--- src/rtl/cv32e40x_pkg.sv ---
// Shared cv32e40x definitions: AES32 custom-0 encodings and XIF offload types.
package cv32e40x_pkg;

    // AES32 instructions live in the custom-0 opcode space
    localparam logic [6:0] OPCODE_CUSTOM_0  = 7'b0001011;
    localparam logic [2:0] FUNCT3_AES32     = 3'b000;
    localparam logic [6:0] FUNCT7_AES32ESI  = 7'b0010001;
    localparam logic [6:0] FUNCT7_AES32ESMI = 7'b0010011;
    localparam logic [6:0] FUNCT7_AES32DSI  = 7'b0010101;
    localparam logic [6:0] FUNCT7_AES32DSMI = 7'b0010111;

    // Both rs operands are always supplied with an offload issue
    localparam logic [1:0] XIF_RS_VALID_2OP = 2'b11;

    typedef enum logic [1:0] {
        IDLE,
        ISSUE,
        COMMIT,
        WAIT_RES
    } xif_offload_state_e;

    // Build an R-type AES32 instruction word
    function automatic logic [31:0] aes32_instr(input logic [6:0] funct7,
                                                input logic [4:0] rs2,
                                                input logic [4:0] rs1,
                                                input logic [4:0] rd);
        return {funct7, rs2, rs1, FUNCT3_AES32, rd, OPCODE_CUSTOM_0};
    endfunction

endpackage

--- src/rtl/cv32e40x_xif_watchdog.sv ---
// Result watchdog: cleared on load, counts while enabled, flags expiry on the Limit-th cycle.
module cv32e40x_xif_watchdog #(
    parameter int unsigned Limit = 1024
) (
    input  logic clk_i,
    input  logic rst_n,
    input  logic clear_i,
    input  logic en_i,
    output logic expire_o
);

    localparam int unsigned CntW = (Limit > 2) ? $clog2(Limit) : 1;
    localparam logic [CntW-1:0] LastCnt = CntW'(Limit - 1);

    logic [CntW-1:0] cnt_q, cnt_d;

    // Next count: clear wins, otherwise count up and hold at the last value
    always_comb begin
        cnt_d = cnt_q;
        if (clear_i) begin
            cnt_d = '0;
        end else if (en_i && (cnt_q != LastCnt)) begin
            cnt_d = cnt_q + 1'b1;
        end
    end

    // Counter register
    always_ff @(posedge clk_i or negedge rst_n) begin
        if (!rst_n) begin
            cnt_q <= '0;
        end else begin
            cnt_q <= cnt_d;
        end
    end

    assign expire_o = en_i && (cnt_q == LastCnt);

endmodule

--- src/rtl/cv32e40x_xif_offload.sv ---
// Core-side XIF initiator for custom-0 offload: issue, commit, result, one instruction in flight.
// Optional result watchdog enabled by defining XIF_OFFLOAD_TIMEOUT_EN.
module cv32e40x_xif_offload
    import cv32e40x_pkg::*;
#(
    parameter int unsigned X_ID_WIDTH     = 4,
    parameter int unsigned X_RFR_WIDTH    = 32,
    parameter int unsigned X_RFW_WIDTH    = 32,
    parameter int unsigned TIMEOUT_CYCLES = 1024
) (
    input  logic                     clk_i,
    input  logic                     rst_n,
    input  logic                     req_valid_i,
    output logic                     req_ready_o,
    input  logic [31:0]              req_instr_i,
    input  logic [X_RFR_WIDTH-1:0]   req_rs1_i,
    input  logic [X_RFR_WIDTH-1:0]   req_rs2_i,
    input  logic                     pipe_commit_i,
    input  logic                     pipe_kill_i,
    output logic                     issue_valid_o,
    input  logic                     issue_ready_i,
    output logic [31:0]              issue_instr_o,
    output logic [X_ID_WIDTH-1:0]    issue_id_o,
    output logic [2*X_RFR_WIDTH-1:0] issue_rs_o,
    output logic [1:0]               issue_rs_valid_o,
    input  logic                     issue_accept_i,
    output logic                     commit_valid_o,
    output logic [X_ID_WIDTH-1:0]    commit_id_o,
    output logic                     commit_kill_o,
    input  logic                     result_valid_i,
    output logic                     result_ready_o,
    input  logic [X_ID_WIDTH-1:0]    result_id_i,
    input  logic [4:0]               result_rd_i,
    input  logic                     result_we_i,
    input  logic [X_RFW_WIDTH-1:0]   result_data_i,
    output logic                     wb_valid_o,
    output logic [4:0]               wb_rd_o,
    output logic [X_RFW_WIDTH-1:0]   wb_data_o,
    output logic                     illegal_o,
    output logic                     timeout_o
);

    xif_offload_state_e state_q, state_d;

    logic [X_ID_WIDTH-1:0]  id_q, id_d;
    logic [X_ID_WIDTH-1:0]  inflight_id_q, inflight_id_d;
    logic                   kill_pend_q, kill_pend_d;
    logic [31:0]            instr_q, instr_d;
    logic [X_RFR_WIDTH-1:0] rs1_q, rs1_d;
    logic [X_RFR_WIDTH-1:0] rs2_q, rs2_d;
    logic                   wb_valid_q, wb_valid_d;
    logic [4:0]             wb_rd_q, wb_rd_d;
    logic [X_RFW_WIDTH-1:0] wb_data_q, wb_data_d;
    logic                   illegal_q, illegal_d;
    // Low only while in reset, so result_ready_o stays 0 until reset is released
    logic                   active_q;
    logic                   wd_expire;

`ifdef XIF_OFFLOAD_TIMEOUT_EN
    cv32e40x_xif_watchdog #(
        .Limit (TIMEOUT_CYCLES)
    ) u_watchdog (
        .clk_i    (clk_i),
        .rst_n    (rst_n),
        .clear_i  (state_q == COMMIT),
        .en_i     (state_q == WAIT_RES),
        .expire_o (wd_expire)
    );
`else
    assign wd_expire = 1'b0;
`endif

    // Next-state, handshake outputs and captured payload/result
    always_comb begin
        state_d          = state_q;
        id_d             = id_q;
        inflight_id_d    = inflight_id_q;
        kill_pend_d      = kill_pend_q;
        instr_d          = instr_q;
        rs1_d            = rs1_q;
        rs2_d            = rs2_q;
        wb_valid_d       = 1'b0;
        wb_rd_d          = wb_rd_q;
        wb_data_d        = wb_data_q;
        illegal_d        = 1'b0;

        req_ready_o      = 1'b0;
        issue_valid_o    = 1'b0;
        issue_instr_o    = '0;
        issue_id_o       = '0;
        issue_rs_o       = '0;
        issue_rs_valid_o = 2'b00;
        commit_valid_o   = 1'b0;
        commit_id_o      = '0;
        commit_kill_o    = 1'b0;
        result_ready_o   = 1'b0;
        timeout_o        = 1'b0;

        unique case (state_q)
            IDLE: begin
                req_ready_o    = 1'b1;
                // Stale results are swallowed so they never stall the bus
                result_ready_o = active_q;
                kill_pend_d    = 1'b0;
                if (req_valid_i) begin
                    instr_d = req_instr_i;
                    rs1_d   = req_rs1_i;
                    rs2_d   = req_rs2_i;
                    state_d = ISSUE;
                end
            end
            ISSUE: begin
                issue_valid_o    = 1'b1;
                issue_instr_o    = instr_q;
                issue_id_o       = id_q;
                issue_rs_o       = {rs2_q, rs1_q};
                issue_rs_valid_o = XIF_RS_VALID_2OP;
                if (pipe_kill_i) begin
                    kill_pend_d = 1'b1;
                end
                if (issue_ready_i) begin
                    id_d          = id_q + 1'b1;
                    inflight_id_d = id_q;
                    if (issue_accept_i) begin
                        state_d = COMMIT;
                    end else begin
                        illegal_d = 1'b1;
                        state_d   = IDLE;
                    end
                end
            end
            COMMIT: begin
                commit_id_o = inflight_id_q;
                // Kill takes priority over a simultaneous commit
                if (kill_pend_q || pipe_kill_i) begin
                    commit_valid_o = 1'b1;
                    commit_kill_o  = 1'b1;
                    state_d        = IDLE;
                end else if (pipe_commit_i) begin
                    commit_valid_o = 1'b1;
                    state_d        = WAIT_RES;
                end
            end
            WAIT_RES: begin
                result_ready_o = 1'b1;
                if (result_valid_i && (result_id_i == inflight_id_q)) begin
                    state_d    = IDLE;
                    wb_valid_d = result_we_i;
                    if (result_we_i) begin
                        wb_rd_d   = result_rd_i;
                        wb_data_d = result_data_i;
                    end
                end else if (wd_expire) begin
                    timeout_o = 1'b1;
                    state_d   = IDLE;
                end
            end
            default: begin
                state_d = IDLE;
            end
        endcase
    end

    // State and datapath registers
    always_ff @(posedge clk_i or negedge rst_n) begin
        if (!rst_n) begin
            state_q       <= IDLE;
            id_q          <= '0;
            inflight_id_q <= '0;
            kill_pend_q   <= 1'b0;
            instr_q       <= '0;
            rs1_q         <= '0;
            rs2_q         <= '0;
            wb_valid_q    <= 1'b0;
            wb_rd_q       <= '0;
            wb_data_q     <= '0;
            illegal_q     <= 1'b0;
            active_q      <= 1'b0;
        end else begin
            state_q       <= state_d;
            id_q          <= id_d;
            inflight_id_q <= inflight_id_d;
            kill_pend_q   <= kill_pend_d;
            instr_q       <= instr_d;
            rs1_q         <= rs1_d;
            rs2_q         <= rs2_d;
            wb_valid_q    <= wb_valid_d;
            wb_rd_q       <= wb_rd_d;
            wb_data_q     <= wb_data_d;
            illegal_q     <= illegal_d;
            active_q      <= 1'b1;
        end
    end

    assign wb_valid_o = wb_valid_q;
    assign wb_rd_o    = wb_rd_q;
    assign wb_data_o  = wb_data_q;
    assign illegal_o  = illegal_q;

endmodule
--- config.mk ---
export PLATFORM = sky130hd
export DESIGN_NAME = cv32e40x_xif_offload
export DESIGN_NICKNAME = d
export VERILOG_FILES = /design/src/rtl/cv32e40x_pkg.sv /design/src/rtl/cv32e40x_xif_watchdog.sv /design/src/rtl/cv32e40x_xif_offload.sv
export SDC_FILE = /design/constraint.sdc
export NUM_CORES = 1
export LEC_CHECK = 0
export BUFFER_PORTS_ARGS = -buffer_cell sky130_fd_sc_hd__buf_2
export CORE_UTILIZATION = 30
export DETAILED_ROUTE_END_ITERATION = 10
export PLACE_DENSITY_LB_ADDON = 0.15
export SETUP_SLACK_MARGIN = 0.5
export SYNTH_ARGS = -nofsm -noshare
export SYNTH_HDL_FRONTEND = slang
export SYNTH_SLANG_ARGS = --single-unit
export TNS_END_PERCENT = 1
--- constraint.sdc ---
create_clock -name clk_i -period 2.3 [get_ports clk_i]
set_input_delay 0.345 -clock clk_i [delete_from_list [all_inputs] [get_ports clk_i]]
set_output_delay 0.345 -clock clk_i [all_outputs]
set_load 0.01 [all_outputs]
==> summary.md, run 1 <==
| Metric | Value |
|---|---|
| DP HPWL | `11.7 mm` |
| PD cells | `1360 nW/um2` |
| Gr ovfl total | `0` |
| Fmax | `499 MHz` |
| Clk slew on worst S/H paths | `0.06 ns` |
| Num CTS Buffers | `17` |
| Critical Path Source Type | `flip-flop` |
| DR DRC count | `0` |
| Num ports | `297` |
| Port Buffer Count | `295` |
| Synth unique cells | `28` |
| Starting density of the core | `30.6%` |
| Post-synth ARST share | `100%` |
| Vias per cell | `4.40` |
| Iteration-0 DRC count of the detailed router | `74` |
| Root buf cell | `clkbuf_16` |
| Max Slew Vio Count | `0` |
| Global-route wire length before repair | `25.7 mm` |
| Leak pwr | `4.82 nW` |
| Die Height | `148 um` |
| Clock buffer depth | `2` |
| Final worst slack | `0.295 ns` |
| Initial antenna violation count | `1` |
| Number of global-route vias before repair | `4,914` |
| Post-synth EDFFs | `0` |
| # H-tree levels | `4` |
| Number of synthesized register bits | `147` |
| Wire per inst | `16.2 um` |
| Most frequent cell after synthesis | `dfrtp_1` |
| Worst vdd ir | `0.000587 V` |
| Die extent in x | `148 um` |
| Relative slew slack | `58.1%` |
| Pre-Repair DR Iteration Count | `4` |
| GPL Wtd Cong | `0.760` |
| CTS tree | `built` |
| Commonest cells in the netlist | `dfrtp_1, mux2_2, and2_1` |
| Clock Latency Late Sink | `0.42 ns` |
| Synthesis-to-layout area growth | `43.1%` |
| Yosys warnings | `0` |
| Final period util | `87.2%` |
| DRT Wirelength | `17.2 mm` |
| Least-Margin Pin Slew | `0.628 ns` |
| Min Tclk post-route | `2.00 ns` |
| Die area | `22,000 um2` |
| Status | `complete, no violations` |
| Max Cap Viol | `0` |
| CP endpoint kind | `output port` |
| RSZ-0062 raised after global routing | `yes` |
| Largest net degree at the start of global routing | `63` |
| GRT Resource Usage Total | `15.3%` |
| Nets | `923` |
| Final Setup Violations | `0` |
| Vias | `4,662` |
| Synth top area share | `57.3%` |
| Mapped Nets | `616` |
| Setup TNS | `0 ns` |
| Main synth FF type | `dfrtp_1` |
| Synth area leader | `dfrtp_1` |
| Min-delay worst type | `input port to flip-flop` |
| Required time of the critical path | `1.96 ns` |
| Top cells by area, synth | `dfrtp_1, mux2_2, and2_1` |
| Share of cells above drive strength 1 | `63.1%` |
| CORE AREA | `21,000 um2` |
| Largest fanout on the critical path | `11` |
| Routed Antenna Nets | `0` |
| Crit path DAT | `1.66 ns` |
| Final Hold Viols | `0` |
| Crit path kind | `flip-flop to output port` |
| Synth Area per Inst | `13.8 um2` |
| Core Rows | `53` |
| Post-synthesis sequential area ratio | `57.3%` |
| Clock Skew | `0.00844 ns` |
| Clk sinks | `147` |
| Worst slack, placed | `0.332 ns` |
| Synthesized instance count | `464` |
| Mapped Area | `6420 um2` |
flip-flops by register name, summed over array words and instances (netlist names), 2 cells and up:
signal and cells:
id_q 4, inflight_id_q 4, instr_q 32, rs1_q 32, rs2_q 32, state_q 2, wb_data_o 32, wb_rd_o 5
layer usage:
metal  part of all wire [%]  track usage (%)  wire (um)
met2                     52             26.7       8970
met4                    1.7             7.11        299
met3                    6.3             4.39       1070
met5                      0                0          0
met1                     40             17.2       6830
critical path, cell delays in order (launching register included):
cell       delay (ns)
dfrtp_1          0.39
inv_2            0.09
ha_4             0.19
buf_12           0.14
clkbuf_16        0.16
and2_1           0.12
buf_2            0.14
cell families (layout without fill, tap and decap cells):
kind of cell / Yosys count / count (layout) / synth area share (%)
mux: 140 / 140 / 25.6
buf+inv: 34 / 354 / 2.57
fa+ha+maj: 6 / 6 / 1.17
simple gates: 119 / 119 / 11.4
other cells: 2 / 3 / 0.117
compound gates: 9 / 9 / 0.916
xor+xnor: 7 / 7 / 0.954
flops: 147 / 147 / 57.3
layout make-up:
cell class	instances	area (um2)
Fill cell	1989	11800
Sequential cell	147	3680
Multi-Input combinational cell	283	2610
Timing Repair Buffer	317	1870
Clock buffer	19	443
Tap cell	275	344
Clock inverter	13	219
Inverter	5	18.8
Antenna cell	1	2.50
cells in the final DEF, fill, tap and decap left out, types with 7 or more instances in the layout:
cell type,netlist,final
mux2_2,120,120
buf_12,0,8
buf_4,4,7
dfrtp_1,147,146
clkbuf_16,0,20
buf_2,6,293
and2_1,105,104
mux2_4,19,19
power by group:
group | switching [mW] | internal, mW
combinational | 2.33 | 2.83
clock | 1.15 | 1.98
sequential | 0.524 | 3.66
total | 4.00 | 8.46
repair_timing:
action | CTS | global route
gates cloned | 3 | 3
hold buffers | 1 | 0
hold endpoints to repair | 60 | 0
buffers inserted | 4 | 3
gates resized for setup | 5 | 5
setup endpoints to repair | 181 | 241
metrics by stage:
step	total power, mW	utilization [%]	area (um2)	hold WS [ns]	std cells
6_report	12.5	43.7	9190	0.110	1060
5_1_grt	13.2	43.7	9190	0.101	1060
4_1_cts	12.4	43.2	9070	0.0932	1053
3_5_place_dp	8.82	39.3	8260	0.395	1013
3_3_place_gp	8.70	39.3	8260	0.380	1013
2_1_floorplan	6.98	-	6430	0.0494	464
path summary, 6_finish.rpt:
kind                            depth (start not counted)       endpoint      startpoint  slack, ns
worst min register to register                          1      rs1_q[11]       rs1_q[11]       0.49
max in group asynchronous                               3        id_q[0]           rst_n       1.09
worst min-delay path                                    2      illegal_o  issue_accept_i       0.11
worst max register to register                          6   wb_data_o[2]      state_q[1]       0.31
min in group asynchronous                               2  wb_data_o[16]           rst_n       0.50
worst max-delay path                                    6  issue_id_o[0]      state_q[1]       0.30
Power figures use the tool's default switching activity.
==> inputs of run 2 (changes only) <==
- CELL_PAD_IN_SITES_DETAIL_PLACEMENT: unset -> 1
- CELL_PAD_IN_SITES_GLOBAL_PLACEMENT: unset -> 2
- CORE_UTILIZATION: 30 -> 29
==> summary.md, run 2 (synthesized netlist as in run 1, its figures left out) <==
| Metric | Value |
|---|---|
| Min-delay worst type | `input port to flip-flop` |
| CP Cell Sequence | `inv_2 > ha_4 > buf_12 > clkbuf_16 > and2_4 > buf_6` |
| Nets | `926 (+0.33%)` |
| Max incr delay on CP | `0.39 ns (about the same)` |
| Fillcell total | `2,348 (+18%)` |
| Number of global-route vias before repair | `5,094 (+3.7%)` |
| Placed Area | `8280 um2 (+0.35%)` |
| Required time of the critical path | `1.96 ns (about the same)` |
| Worst path slowest cell | `dfrtp_1` |
| CTS tree | `built` |
| Iteration-0 DRC count of the detailed router | `107 (+45%)` |
| # H-tree levels | `4 (unchanged)` |
| Routed Antenna Nets | `0 (unchanged)` |
| Die area | `22,700 um2 (+3.4%)` |
| Least-Margin Pin Slew | `0.618 ns (-0.0103 ns)` |
| Num ports | `297 (unchanged)` |
| CORE AREA | `21,800 um2 (+3.5%)` |
| GPL Wtd Cong | `0.758 (-0.26%)` |
| Net Switching | `4.19 mW (+4.9%)` |
| Clk pwr share | `21.8% (-3.3 points)` |
| DRT Wirelength | `18.9 mm (+10%)` |
| Worst slack, placed | `0.238 ns (-0.0942 ns)` |
| Hold_ws | `0.0892 ns (-0.0212 ns)` |
| Synthesis-to-layout area growth | `46.7%` |
| Crit path kind | `flip-flop to output port` |
| Fmax | `499 MHz (about the same)` |
| Max Cap Viol | `0 (unchanged)` |
| Clk sinks | `147 (unchanged)` |
| DP HPWL | `13.4 mm (+15%)` |
| Final Setup Violations | `0 (unchanged)` |
| Min Tclk post-route | `2.00 ns (-0.000512 ns)` |
| Internal power | `8.66 mW (+2.4%)` |
| Die Height | `151 um (+1.7%)` |
| Clk slew on worst S/H paths | `0.06 ns (about the same)` |
| Pre-Repair DR Iteration Count | `4 (unchanged)` |
| RSZ-0062 raised after global routing | `yes` |
| Clock Skew | `0.00929 ns (+0.000851 ns)` |
| Switch share | `32.6% (+0.54 points)` |
| Final period util | `87.1% (about the same)` |
| Setup TNS | `0 ns (unchanged)` |
| Relative slew slack | `58.8% (+0.69 points)` |
| Clock buffer depth | `2 (unchanged)` |
| Final worst slack | `0.296 ns (+0.000512 ns)` |
| Crit path DAT | `1.66 ns (about the same)` |
| Finished Cell Area | `9420 um2 (+2.5%)` |
| Leak pwr | `4.88 nW (+1.3%)` |
| PD cells | `1360 nW/um2 (+0.62%)` |
| Share of cells above drive strength 1 | `67.7% (+4.5 points)` |
| Critical Path Source Type | `flip-flop` |
| Initial antenna violation count | `3 (+2)` |
| GRT Resource Usage Total | `16.3% (+0.99 points)` |
| Highest-count cells in the layout ignoring fill and taps | `buf_2, dfrtp_1, mux2_2` |
| Comb power frac | `45.5% (+4.1 points)` |
| Post-route insts no fill | `1,067 (+0.66%)` |
| DR DRC count | `0 (unchanged)` |
| Max Slew Vio Count | `0 (unchanged)` |
| Largest net degree at the start of global routing | `58 (-7.9%)` |
| Vias | `4,716 (+1.2%)` |
| Port Buffer Count | `295 (unchanged)` |
| Root buf cell | `clkbuf_16` |
| Vias per cell | `4.42 (+0.49%)` |
| Clock Latency Late Sink | `0.42 ns (about the same)` |
| Largest fanout on the critical path | `6 (-5)` |
| Placed insts | `1,021 (+0.79%)` |
| Status | `complete, no violations` |
| Worst vdd ir | `0.000475 V (-19%)` |
| Core Rows | `54 (+1.9%)` |
| Die extent in x | `151 um (+1.7%)` |
| CP endpoint kind | `output port` |
| Gr ovfl total | `0 (unchanged)` |
| Starting density of the core | `29.5% (-1.0 points)` |
| Sequential power share | `32.7% (-0.9 points)` |
| Num CTS Buffers | `17 (unchanged)` |
| Final Hold Viols | `0 (unchanged)` |
| Global-route wire length before repair | `28.0 mm (+8.8%)` |
| Wire per inst | `17.7 um (+9.4%)` |
| Commonest non-fill, non-tap cell in the layout | `buf_2` |
==> run 2: cell types whose count changed in the layout (fill, tap and decap cells not counted), moves of 3 or more <==
cell / delta
and2_1: -34
and2_4: +34
clkinvlp_4: +4
buf_6: +34
bufinv_16: -3
buf_2: -32
==> run 2: final cells by class <==
type,count,area (um2),share of cell area (%)
Sequential cell,147,3680,39.0
Multi-Input combinational cell,283,2700,28.6
Timing Repair Buffer,320,2080,22.1
Clock buffer,18,439,4.66
Tap cell,280,350,3.72
Clock inverter,13,150,1.59
Inverter,5,18.8,0.199
Antenna cell,1,2.50,0.0266
==> run 2: power by group through the flow <==
stage	clock network (mW)	logic, mW	registers, mW
floorplan	0	2.89	4.09
global placement	0	4.66	4.14
detailed placement	0	4.77	4.22
CTS	2.88	4.98	4.19
global route	2.99	6.37	4.37
finish	2.80	5.85	4.20
==> run 2: metrics by stage <==
stage          power [mW]  util (%)
2_1_floorplan        6.98         -
3_3_place_gp         8.80      38.1
3_5_place_dp         8.99      38.1
4_1_cts              12.0      41.3
5_1_grt              13.7      43.3
6_report             12.9      43.3
==> run 2: repair_timing <==
| action | CTS | global route |
|---|---|---|
| setup buffers | 4 | 2 |
| gates cloned | 1 | 6 |
| pin swaps | 0 | 4 |
| endpoints found under the setup margin | 197 | 234 |
| hold buffers | 1 | 0 |
| hold endpoints to repair | 48 | 0 |
| resized for setup | 4 | 77 |
==> run 2: critical path: cells and delay by family, from the launching register on <==
| kind | cells | cell delay (ns) |
|---|---|---|
| buf+inv | 4 | 0.48 |
| simple gates | 1 | 0.14 |
| flops | 1 | 0.39 |
| fa+ha+maj | 1 | 0.22 |
==> run 2: layer usage <==
metal	share of wire [%]	GRT usage, %
met3	8.5	6.63
met1	39	18.4
met4	1.1	5.00
met2	52	27.9
met5	0.18	0
==> run 2: path summary, 6_finish.rpt <==
kind,slack [ns],endpoint,depth (start not counted),startpoint
worst max register to register,0.35,state_q[1],6,state_q[0]
min in group asynchronous,0.43,rs1_q[8],2,rst_n
worst min-delay path,0.09,illegal_o,2,issue_accept_i
worst max-delay path,0.30,issue_rs_o[18],6,state_q[1]
max in group asynchronous,1.12,state_q[0],3,rst_n
worst min register to register,0.50,rs2_q[15],1,rs2_q[15]
